`src/rtl/reset_sequencer.sv`:
```
// reset_sequencer: power-on / push-button reset sequencer on the x4 clock.
// Optional watchdog enabled by defining RESET_SEQ_WATCHDOG_EN.
module reset_sequencer #(
    parameter int SYNC_STAGES       = 2,
    parameter int DEBOUNCE_CYCLES   = 1024,
    parameter int HOLD_CYCLES       = 64,
    parameter int DIV_SETTLE_CYCLES = 16,
    parameter int CNT_WIDTH         = 16,
    parameter int WATCHDOG_CYCLES   = 65536
) (
    input  logic       clk,
    input  logic       rst,
    input  logic       button,
    input  logic       wdKick,
    output logic       divRstN,
    output logic       coreRstN,
    output logic       busy,
    output logic [7:0] resetCount,
    output logic       wdFired
);

    typedef enum logic [1:0] {
        HOLD    = 2'd0,
        DIV_RUN = 2'd1,
        RUN     = 2'd2
    } seqStateT;

    // Terminal values: a counter sitting at *_LAST completes on the next edge.
    localparam logic [CNT_WIDTH-1:0] DB_LAST =
        CNT_WIDTH'(DEBOUNCE_CYCLES - 1);
    localparam logic [CNT_WIDTH-1:0] HOLD_LAST =
        CNT_WIDTH'(HOLD_CYCLES - 1);
    localparam logic [CNT_WIDTH-1:0] SET_LAST =
        CNT_WIDTH'(DIV_SETTLE_CYCLES - 1);

    seqStateT             state;
    logic [SYNC_STAGES-1:0] syncQ;
    logic                 btnSync;
    logic [CNT_WIDTH-1:0] dbCnt;
    logic                 debounced;
    logic                 dbPrev;
    logic                 dbRise;
    logic [CNT_WIDTH-1:0] holdCnt;
    logic [CNT_WIDTH-1:0] setCnt;
    logic                 wdExpire;

    assign btnSync = syncQ[SYNC_STAGES-1];
    assign dbRise  = debounced & ~dbPrev;
    assign busy    = (state != RUN);

    // Bring the asynchronous button into the clk domain.
    always_ff @(posedge clk or posedge rst) begin
        if (rst) begin
            syncQ <= '0;
        end else begin
            syncQ <= {syncQ[SYNC_STAGES-2:0], button};
        end
    end

    // Accept a new button level only after it has been stable long enough.
    always_ff @(posedge clk or posedge rst) begin
        if (rst) begin
            dbCnt     <= '0;
            debounced <= 1'b0;
        end else if (btnSync != debounced) begin
            if (dbCnt == DB_LAST) begin
                debounced <= btnSync;
                dbCnt     <= '0;
            end else begin
                dbCnt <= dbCnt + 1'b1;
            end
        end else begin
            dbCnt <= '0;
        end
    end

    // Delayed copy of the debounced level for press edge detection.
    always_ff @(posedge clk or posedge rst) begin
        if (rst) begin
            dbPrev <= 1'b0;
        end else begin
            dbPrev <= debounced;
        end
    end

`ifdef RESET_SEQ_WATCHDOG_EN
    localparam int WD_WIDTH = $clog2(WATCHDOG_CYCLES + 1);
    localparam logic [WD_WIDTH-1:0] WD_LAST =
        WD_WIDTH'(WATCHDOG_CYCLES - 1);

    logic [WD_WIDTH-1:0] wdCnt;
    logic                wdFiredQ;

    // A kick on the terminal edge still saves the system.
    assign wdExpire = (state == RUN) && !wdKick && (wdCnt == WD_LAST);
    assign wdFired  = wdFiredQ;

    // Watchdog counts only in RUN; a button press pre-empts a timeout.
    always_ff @(posedge clk or posedge rst) begin
        if (rst) begin
            wdCnt    <= '0;
            wdFiredQ <= 1'b0;
        end else begin
            if (state != RUN || dbRise || wdKick || wdExpire) begin
                wdCnt <= '0;
            end else begin
                wdCnt <= wdCnt + 1'b1;
            end
            if (wdExpire && !dbRise) begin
                wdFiredQ <= 1'b1;
            end
        end
    end
`else
    localparam int unusedWdCycles = WATCHDOG_CYCLES;
    logic unusedWdKick;

    assign unusedWdKick = wdKick;
    assign wdExpire     = 1'b0;
    assign wdFired      = 1'b0;
`endif

    // Sequencer: hold both resets, free the divider, then free the core.
    always_ff @(posedge clk or posedge rst) begin
        if (rst) begin
            state      <= HOLD;
            holdCnt    <= '0;
            setCnt     <= '0;
            divRstN    <= 1'b0;
            coreRstN   <= 1'b0;
            resetCount <= 8'd0;
        end else if (dbRise) begin
            state    <= HOLD;
            holdCnt  <= '0;
            setCnt   <= '0;
            divRstN  <= 1'b0;
            coreRstN <= 1'b0;
            if (resetCount != 8'hFF) begin
                resetCount <= resetCount + 8'd1;
            end
        end else if (wdExpire) begin
            state    <= HOLD;
            holdCnt  <= '0;
            setCnt   <= '0;
            divRstN  <= 1'b0;
            coreRstN <= 1'b0;
        end else begin
            unique case (state)
                HOLD: begin
                    divRstN  <= 1'b0;
                    coreRstN <= 1'b0;
                    setCnt   <= '0;
                    if (debounced) begin
                        holdCnt <= '0;
                    end else if (holdCnt == HOLD_LAST) begin
                        holdCnt <= '0;
                        state   <= DIV_RUN;
                        divRstN <= 1'b1;
                    end else begin
                        holdCnt <= holdCnt + 1'b1;
                    end
                end
                DIV_RUN: begin
                    divRstN  <= 1'b1;
                    coreRstN <= 1'b0;
                    holdCnt  <= '0;
                    if (setCnt == SET_LAST) begin
                        setCnt   <= '0;
                        state    <= RUN;
                        coreRstN <= 1'b1;
                    end else begin
                        setCnt <= setCnt + 1'b1;
                    end
                end
                RUN: begin
                    divRstN  <= 1'b1;
                    coreRstN <= 1'b1;
                    holdCnt  <= '0;
                    setCnt   <= '0;
                end
                default: begin
                    state    <= HOLD;
                    holdCnt  <= '0;
                    setCnt   <= '0;
                    divRstN  <= 1'b0;
                    coreRstN <= 1'b0;
                end
            endcase
        end
    end

endmodule

```
`config.mk`:
```
export PLATFORM = sky130hd
export DESIGN_NAME = reset_sequencer
export DESIGN_NICKNAME = d
export VERILOG_FILES = /design/src/rtl/reset_sequencer.sv
export SDC_FILE = /design/constraint.sdc
export NUM_CORES = 1
export LEC_CHECK = 0
export BUFFER_PORTS_ARGS = -buffer_cell sky130_fd_sc_hd__buf_2
export CORE_MARGIN = 2
export CORE_UTILIZATION = 45
export DETAILED_ROUTE_END_ITERATION = 8
export PLACE_DENSITY = 0.65
export REMOVE_ABC_BUFFERS = 1
export SLEW_MARGIN = 20
export SYNTH_ARGS = -nofsm -noshare
export SYNTH_HDL_FRONTEND = slang
export SYNTH_SLANG_ARGS = --single-unit
```
`constraint.sdc`:
```
create_clock -name clk -period 2.19 [get_ports clk]
set_input_delay 0.3285 -clock clk [delete_from_list [all_inputs] [get_ports clk]]
set_output_delay 0.3285 -clock clk [all_outputs]
set_load 0.01 [all_outputs]
```
Word level (Yosys, flattened, before mapping) --
Cells that the tools add are included.
Operators by class: $add $sub $neg 4, eq/ne operators 12, muxes and demuxes 21, bitwise gates (word level) 2, reduce and logical (&&, ||, !) cells 5
Operators with widths (number):
- $mux W16 | 9
- $add A16 B1 Y16 const B | 3
- $eq A16 B10 Y1 const B | 1
- $eq A16 B4 Y1 const B | 1
- $eq A16 B6 Y1 const B | 1
- $ne A3 B3 Y1 const B | 3
- $add A8 B1 Y8 const B | 1
- $mux W2 | 4
- $ne A8 B8 Y1 const B | 1
- $pmux W2 S3 | 1
- $mux W1 | 5
- $ne A2 B2 Y1 const B | 2
- $pmux W1 S2 | 2
- $reduce_and A2 Y1 | 2
- $reduce_and A4 Y1 | 1
- $eq A2 B1 Y1 const B | 1
- $eq A2 B2 Y1 const B | 1
- $logic_not A2 Y1 | 1
- $reduce_or A2 Y1 | 1
- $and A1 B1 Y1 | 1
- $ne A1 B1 Y1 | 1
- $not A1 Y1 | 1
Storage, ports and cells: bits in registers 64, word-level logic and storage cells 54

Depth between registers and ports, before layout --
Gate-level depths: netlist (run 1).
depth in word-level cells 5, mapped depth 7

Worst setup path before layout (run 1) --
Ideal clock, no wire load.
kind reg2reg, start register holdCnt[0], end register state[0], setup time 0.121 ns, arrival time 1.848 ns, data required time 2.069 ns, slack 0.221 ns, cell stages (with the launch flop) 8, path buffers 1, period minus slack after synthesis 1.969 ns, cell sequence dfrtp_1 ha_1 and4bb_1 and4_1 or3b_1 buf_6 and4_4 a22o_1
Between the ends: longest elaborated chain between the ends 3
Ends and longest elaborated chain:
- start: declaration | line 43 | logic [CNT_WIDTH-1:0] holdCnt;
- start signal: assignment | line 160 | holdCnt <= holdCnt + 1'b1;
- $eq A16 B6 Y1 | line 155 | end else if (holdCnt == HOLD_LAST) begin
- $ne A3 B3 Y1 (no source line)
- $reduce_and A4 Y1 (no source line)
- end signal: assignment | line 157 | state <= DIV_RUN;
- end signal: assignment | line 169 | state <= RUN;
- end signal: assignment | line 182 | state <= HOLD;
- end: declaration | line 36 | seqStateT state;
No other way between the ends. A chain may end at the register's enable or synchronous reset.

Worst setup path in the final report (run 1) --
start register holdCnt[0], end register state[1]
Same word-level chain as after synthesis.

==> run metrics, run 1 <==
DR vias=2052; Initial Util=0.4707; vias per cell=5.092; Avg WL per Cell=12.40 um; Yosys cell types=35; FF+latch count, synth=64; Final Hold Viols=0; Layout Skew=0.01091 ns; global-route wire length before repair=9.349 mm; Syn Area/Cell=10.13 um^2; # placed instances=387; Finish-stage setup viols=0; sequential area share after synthesis=0.5267; synth-to-layout area growth=12.02%; TNS Setup=0 ns; Tot GR Track Use=0.1608; Synth Cell Area=0.003040 mm^2; Worst-Skew Late Latency=0.35 ns; n_diodes=0; Clock Path Buffers=2; CP endpoint kind=flip-flop; CP Class=flip-flop to flip-flop; IO Port Bufs=13; clk sinks=64; share of cells above drive strength 1=0.1166; drt initial violations=84; filler cell count=610; worst path cell trace=ha_1, and4bb_1, and4_1, or3b_1, and4_4, a22o_1; total gr overflow=0; Worst setup SP type=flip-flop; placed cell areas=0.003206 mm^2; Finished Core Util=0.5273; commonest non-fill, non-tap cells in the layout=64 x dfrtp_1, 52 x nor2_1, 27 x nand2_1, 27 x xor2_1, 19 x xnor2_1; RSZ-0062 raised after global routing=no; fin area=0.003406 mm^2; fin cells=403; Final Power=0.002260 W; GPL Wtd Cong=0.7501; Clock Pin Slew Worst Setup and Hold Paths=0.08 ns; max-cap violations=0; PostCTS Resize Cnt=0; die height=86.20 um; HPWL Detailed=3.398 mm; Ports=16; # hold bufs at CTS=0; crit path DAT=2.21 ns; CP max-delay cell=dfrtp_1; Row Count=29; CTS Buf Count=9; Die X=86.20 um; Final ANT Viol Nets=0; Die ar.=0.007430 mm^2; DRC=0; vias in the first global route=2124; Peak VDD IR=509.6 uV; Core Area=0.006459 mm^2; CTS tree=yes; most common cell after layout, fill and taps aside=dfrtp_1; Static Leak=1.570 nW; PwrDens=663.5 mW/mm^2; CTS H-tree lvls=3; Ys Warns=0; routed wire length=4.996 mm; worst-path maximum fanout=5; Synth Instances=300; Final min period=1.985 ns; initial antenna violation count=0; part of the cycle the worst path needs=0.9064; drt first pass iters=4; Post-CTS Setup Inserts=0; Worst path max stage delay=0.39 ns; nets=335; FMAX=503.7 MHz; root buf cell=clkbuf_8; Req. time, crit path=2.42 ns; Worst Hold Class=input pin to asynchronous set/reset pin; run status=finished clean; largest net degree at the start of global routing=65; Max Slew Vio Count=0
[synth_stat cells]
library cell	instances	area (um^2)
nor4_1	7	43.79
buf_4	1	7.510
nor2_1	52	195.2
nand2_1	27	101.4
nor3_1	5	25.02
or3_1	4	25.02
nand3_1	15	75.07
and4bb_1	1	12.51
nand4_1	9	56.30
and3_1	9	56.30
a21oi_1	6	30.03
conb_1	1	3.750
o21ai_1	1	5.000
mux2_2	1	11.26
and4_4	1	11.26
buf_2	1	5.000
nor2b_1	1	6.260
o211ai_1	1	7.510
xor2_1	27	236.5
o21ai_0	6	30.03
nand2b_1	1	6.260
and3_4	1	11.26
a2bb2oi_1	1	8.760
and4_1	5	43.79
buf_6	1	11.26
nor3b_1	1	7.510
clkbuf_1	4	15.01
xnor2_1	19	166.4
ha_1	10	125.1
or3b_1	1	8.760
inv_1	12	45.04
o31ai_4	1	21.27
dfrtp_1	64	1602
and2_1	1	6.260
a22o_1	2	17.52
[cell type report]
| class | count | area [um^2] | share of cell area |
|---|---|---|---|
| Clock inverter | 7 | 76.32 | 0.02241 |
| Timing Repair Buffer | 17 | 107.6 | 0.03159 |
| Clock buffer | 9 | 123.9 | 0.03637 |
| Multi-Input combinational cell | 217 | 1355 | 0.3979 |
| Sequential cell | 64 | 1602 | 0.4702 |
| Tap cell | 77 | 96.34 | 0.02829 |
| Inverter | 12 | 45.04 | 0.01323 |
[registers in the layout, summed over array words and instances, names as in the netlist]
register	cells
dbCnt	16
setCnt	16
resetCount	8
state	2
coreRstN	1
dbPrev	1
syncQ	2
debounced	1
divRstN	1
holdCnt	16
[cell families (layout without fill, tap and decap cells)]
kind of cell / Yosys count / in the layout / share of synthesized area
flip-flops: 64 / 64 / 0.5268
other: 1 / 1 / 0.001233
AND/OR/NAND/NOR: 141 / 141 / 0.2276
buffers and inverters: 19 / 45 / 0.02757
adder cells (fa/ha/maj): 10 / 10 / 0.04115
multiplexers: 1 / 1 / 0.003703
XOR/XNOR: 46 / 46 / 0.1325
AO/OA/AOI/OAI: 18 / 18 / 0.03951
[critical path, delay by kind of cell, from the launching register on]
kind            cells  cell delay, ns
fa+ha+maj           1            0.26
simple gates        4            1.00
compound gates      1            0.22
flops               1            0.39
[final timing paths]
kind / start / endpoint / slack, ns / depth (start not counted)
setup / recovery: holdCnt[0] / state[1] / 0.20 / 6
hold / removal: rst / resetCount[0] / 0.02 / 3
setup reg to reg: holdCnt[0] / state[1] / 0.20 / 6
hold reg to reg: syncQ[0] / syncQ[1] / 0.36 / 0
max in group asynchronous: rst / dbCnt[5] / 1.88 / 3
min in group clk: button / syncQ[0] / 0.08 / 1
[where the power goes]
group / switching, W / total (W) / leakage, nW / internal [W]
clock: 0.000488 / 0.00102 / 0.0966 / 0.000534
combinational: 0.0000327 / 0.0000448 / 0.601 / 0.0000122
sequential: 0.00000525 / 0.00119 / 0.873 / 0.00119
total: 0.000526 / 0.00226 / 1.57 / 0.00173
[metrics by stage]
stage,setup slack [ns],hold WS (ns)
after floorplan,0.09417,0.3312
after global placement,0.2446,0.3438
after detailed placement,0.1997,0.3355
after CTS,0.1935,0.03391
after global routing,0.1028,0.04991
final,0.2049,0.02420
[routing by layer]
layer  global-route usage  part of all wire  up-vias
met3              0.05429             0.035        9
met1               0.2060              0.48      969
met5                    0                 0        -
met2               0.2530              0.46       25
met4              0.06392             0.020        0
li1                     -                 -     1049
No activity file was read; power rests on OpenSTA's default activity.
==> inputs of run 2 (changes only) <==
Settings changed: BUFFER_PORTS_ARGS -buffer_cell sky130_fd_sc_hd__buf_2 to not set, DONT_BUFFER_PORTS set to 1, PLACE_DENSITY 0.65 to not set.
==> run 2 against run 1 <==
Global-route usage grew 0.39 points; clock power is essentially flat; cell count fell by 2.2%; worst hold slack better by 0.33 ns; worst setup slack worse by 0.021 ns; routed wire length increased by 3.7%; largest power group unchanged.
==> run metrics, run 2 (synthesis results as in run 1) <==
run status=finished clean; Initial Util=0.4707; drt initial violations=56; Peak VDD IR=484.0 uV; Finish-stage setup viols=0; Post-CTS Setup Inserts=0; root buf cell=clkbuf_8; nets=326; Max Slew Vio Count=0; Final min period=2.006 ns; Ports=16; commonest non-fill, non-tap cells in the layout=64 x dfrtp_1, 52 x nor2_1, 27 x nand2_1, 27 x xor2_1, 19 x xnor2_1; Seq pwr share=0.528; Clock Path Buffers=2; RSZ-0062 raised after global routing=no; Psw=0.0004740 W; max-cap violations=0; n_diodes=0; GPL Wtd Cong=0.7677; part of the power in combinational logic=0.021; Die ar.=0.007430 mm^2; total gr overflow=0; IO Port Bufs=0; PwrDens=672.3 mW/mm^2; Final Hold Viols=0; Worst Min Path Start=syncQ[0]; Critical Path Source=holdCnt[0]; Layout Skew=0.006685 ns; Worst-Margin Slew=0.5959 ns; Final ANT Viol Nets=0; Worst-Skew Late Latency=0.34 ns; drt first pass iters=4; TNS Setup=0 ns; CTS Buf Count=9; Die X=86.20 um; global-route wire length before repair=9.549 mm; Worst Hold Class=flip-flop to flip-flop; vias in the first global route=2127; Clk pwr share=0.451; vias per cell=5.165; Row Count=29; HPWL Detailed=3.512 mm; largest net degree at the start of global routing=31; share of cells above drive strength 1=0.07886; Sw Share=0.2097; normalized max-slew margin=0.6022; PostCTS Resize Cnt=0; Tot GR Track Use=0.1646; DR vias=2035; initial antenna violation count=0; # placed instances=376; crit path DAT=2.29 ns; CP endpoint kind=flip-flop; CTS tree=yes; synth-to-layout area growth=10.58%; DRC=0; Avg WL per Cell=13.14 um; fin cells=394; clk sinks=64; Req. time, crit path=2.47 ns; Static Leak=1.524 nW; CTS H-tree lvls=3; most common cell after layout, fill and taps aside=dfrtp_1; part of the cycle the worst path needs=0.9162; Worst setup SP type=flip-flop; Top Registers=dbCnt: 16 flops, holdCnt: 16 flops, setCnt: 16 flops; Pint=0.001786 W; Clock Pin Slew Worst Setup and Hold Paths=0.07 ns; routed wire length=5.179 mm; FMAX=498.4 MHz; worst-path maximum fanout=16; CP Class=flip-flop to flip-flop; filler cell count=599; die height=86.20 um; reg2reg start=holdCnt[0]; Core Area=0.006459 mm^2; # hold bufs at CTS=2
==> run 2: changes by cell type in the layout (fill, tap and decap cells not counted), sizes merged <==
cell | previous run | this run
buf | 17 | 6
clkinvlp | 2 | 0
inv | 15 | 12
dlygate4sd3 | 0 | 2
clkinv | 1 | 2
clkbuf | 9 | 13
==> run 2: area by class of cell <==
type	instances	area (um^2)	share of cell area
Clock buffer	13	158.9	0.04726
Clock inverter	3	40.04	0.01191
Inverter	12	45.04	0.01340
Multi-Input combinational cell	217	1355	0.4031
Sequential cell	64	1602	0.4764
Tap cell	77	96.34	0.02866
Timing Repair Buffer	8	65.06	0.01935
==> run 2: worst max-delay path, cell delays in order (launching register included) <==
cell and delay, ns:
dfrtp_1 0.39, ha_1 0.26, and4bb_1 0.21, and4_1 0.21, or3b_1 0.37, buf_4 0.21, o211ai_1 0.14, a22o_1 0.16
==> run 2: final timing paths <==
kind                       cells past startpoint  slack, ns          to
setup / recovery                               7       0.18    state[0]
hold / removal                                 0       0.35    syncQ[1]
setup reg to reg                               7       0.18    state[0]
hold reg to reg                                0       0.35    syncQ[1]
max in group asynchronous                      3       0.99  holdCnt[9]
min in group asynchronous                      2       0.51    dbCnt[3]
==> run 2: power groups by stage <==
stage / Clock [W] / Combinational [W] / Sequential, W
CTS: 0.00106 / 0.0000496 / 0.00119
global route: 0.00110 / 0.0000567 / 0.00119
finish: 0.00102 / 0.0000469 / 0.00119
floorplan: 0 / 0.0000307 / 0.00121
global placement: 0 / 0.0000453 / 0.00122
detailed placement: 0 / 0.0000468 / 0.00122
==> run 2: through the flow <==
step | power [W] | cell area (um^2) | hold slack [ns] | setup slack (ns) | util
after floorplan | 0.001245 | 3002 | 0.3312 | 0.09417 | -
after global placement | 0.001261 | 3143 | 0.3173 | 0.2312 | 0.4866
after detailed placement | 0.001263 | 3143 | 0.3239 | 0.1847 | 0.4866
after CTS | 0.002299 | 3362 | 0.3562 | 0.1734 | 0.5205
after global routing | 0.002354 | 3362 | 0.3800 | 0.05210 | 0.5205
final | 0.002260 | 3362 | 0.3546 | 0.1836 | 0.5205
==> run 2: per-layer routing <==
layer  up-vias  track usage  share of wire
li1       1028            -              -
met2        33       0.2452           0.45
met4         0      0.07813          0.015
met3         7      0.06857          0.048
met5         -            0              0
met1       967       0.2089           0.49
==> inputs of run 3 (changes only) <==
Settings changed: CORE_UTILIZATION 45 to 43.
==> run 3 against run 2 <==
Routed wire length is 4.0% lower; global-route usage fell by 2.0 points; sequential power about the same; first-iteration DRC count up 140%; largest power group unchanged; highest routed layer unchanged.
==> run metrics, run 3 (synthesis results as in run 1) <==
Final Hold Viols=0; Pint=0.001857 W; Sw Share=0.1975; CTS H-tree lvls=3; most common cell after layout, fill and taps aside=dfrtp_1; Avg WL per Cell=12.15 um; routed wire length=4.971 mm; met2 Use GR=0.2163; placed cell areas=0.003164 mm^2; Die X=88.09 um; gr busiest metal=met2; DRC=0; commonest non-fill, non-tap cells in the layout=64 x dfrtp_1, 52 x nor2_1, 27 x nand2_1, 27 x xor2_1, 19 x xnor2_1; Static Leak=1.524 nW; Top Registers=dbCnt: 16 flops, holdCnt: 16 flops, setCnt: 16 flops; vias in the first global route=1918; DR vias=2039; Tot GR Track Use=0.1446; Worst setup SP type=flip-flop; max-cap violations=0; Final Power=0.002314 W; CTS Buf Count=9; PostCTS Resize Cnt=0; M3 GR Usage=0.04901; root buf cell=clkbuf_8; GR Util met1=0.1892; share of cells above drive strength 1=0.07348; Final min period=1.983 ns; worst-path maximum fanout=16; Worst Min Path Start=syncQ[0]; TNS Setup=0 ns; crit path DAT=2.26 ns; total gr overflow=0; Initial Util=0.4451; part of the cycle the worst path needs=0.9056; Die ar.=0.007759 mm^2; Worst R2R Path Depth=7; drt first pass iters=4; Clock Pin Slew Worst Setup and Hold Paths=0.06 ns; Worst Hold Class=flip-flop to flip-flop; Peak VDD IR=340.3 uV; CTS tree=yes; Row Count=30; Post-CTS Setup Inserts=0; CP Class=flip-flop to flip-flop; hold path depth=0; fin area=0.003392 mm^2; Ports=16; die height=88.09 um; IO Port Bufs=0; Worst Hold Slack=0.3501 ns; global-route wire length before repair=8.569 mm; PwrDens=682.1 mW/mm^2; nets=324; run status=finished clean; Req. time, crit path=2.46 ns; Final ANT Viol Nets=0; Max Slew Vio Count=0; Layout Skew=0.006955 ns; FF-to-FF End=state[1]; Worst-Skew Late Latency=0.33 ns; clk sinks=64; Seq pwr share=0.516; RSZ-0062 raised after global routing=no; part of the power in combinational logic=0.020; # hold bufs at CTS=1; Clk pwr share=0.464; vias per cell=4.985; Psw=0.0004569 W; drt initial violations=135; WHS Endpoint=syncQ[1]; filler cell count=656; largest net degree at the start of global routing=65; n_diodes=0; HPWL Detailed=3.299 mm; Finish-stage setup viols=0; initial antenna violation count=0; synth-to-layout area growth=11.56%; Reg2Reg Setup Slack=0.21 ns; Clock Path Buffers=2; CP endpoint kind=flip-flop; reg2reg start=holdCnt[0]; FMAX=504.2 MHz; GPL Wtd Cong=0.7801; Core Area=0.006832 mm^2
-- run 3: routing by layer --
layer | vias to the layer above | wire (um) | part of all wire
met4 | 0 | 95 | 0.019
met1 | 972 | 2490 | 0.50
met3 | 9 | 172 | 0.035
met2 | 26 | 2211 | 0.44
met5 | - | 0 | 0
li1 | 1032 | - | -
-- run 3: cell type report --
| cell class | count | area, um^2 | share of cell area |
|---|---|---|---|
| inverters | 12 | 45.04 | 0.01328 |
| multi-input cells | 217 | 1355 | 0.3995 |
| flip-flops and latches | 64 | 1602 | 0.4722 |
| clock inverters | 4 | 70.07 | 0.02066 |
| well taps | 96 | 120.1 | 0.03541 |
| clock buffers | 10 | 137.6 | 0.04058 |
| repair buffers | 6 | 62.56 | 0.01844 |
-- run 3: worst max path at each step --
stage          endpoint  cells past startpoint  startpoint  slack, ns
4_1_cts        state[0]                      7  holdCnt[0]       0.19
5_1_grt        state[1]                      7  holdCnt[0]       0.07
3_3_place_gp   state[0]                      7  holdCnt[0]       0.24
3_5_place_dp   state[0]                      7  holdCnt[0]       0.19
2_1_floorplan  state[0]                      6  holdCnt[0]       0.09
6_report       state[1]                      7  holdCnt[0]       0.21
-- run 3: power by group through the flow --
stage          sequential [W]  combinational, W  clock [W]
2_1_floorplan         0.00121         0.0000307          0
3_3_place_gp          0.00122         0.0000457          0
4_1_cts               0.00119         0.0000476    0.00111
5_1_grt               0.00119         0.0000541    0.00116
6_report              0.00119         0.0000460    0.00107
3_5_place_dp          0.00122         0.0000462          0
-- run 3: metrics by stage --
| step | setup slack (ns) | cells | utilization |
|---|---|---|---|
| global route | 0.07164 | 409 | 0.4965 |
| finish | 0.2068 | 409 | 0.4965 |
| global placement | 0.2390 | 393 | 0.4632 |
| floorplan | 0.09417 | 293 | - |
| CTS | 0.1890 | 408 | 0.4951 |
| detailed placement | 0.1932 | 393 | 0.4632 |
-- run 3: critical path: stages, from the launching register on --
cell and delay [ns]:
dfrtp_1 0.39, ha_1 0.27, and4bb_1 0.20, and4_1 0.21, or3b_1 0.37, buf_4 0.21
o211ai_1 0.13, a22o_1 0.15
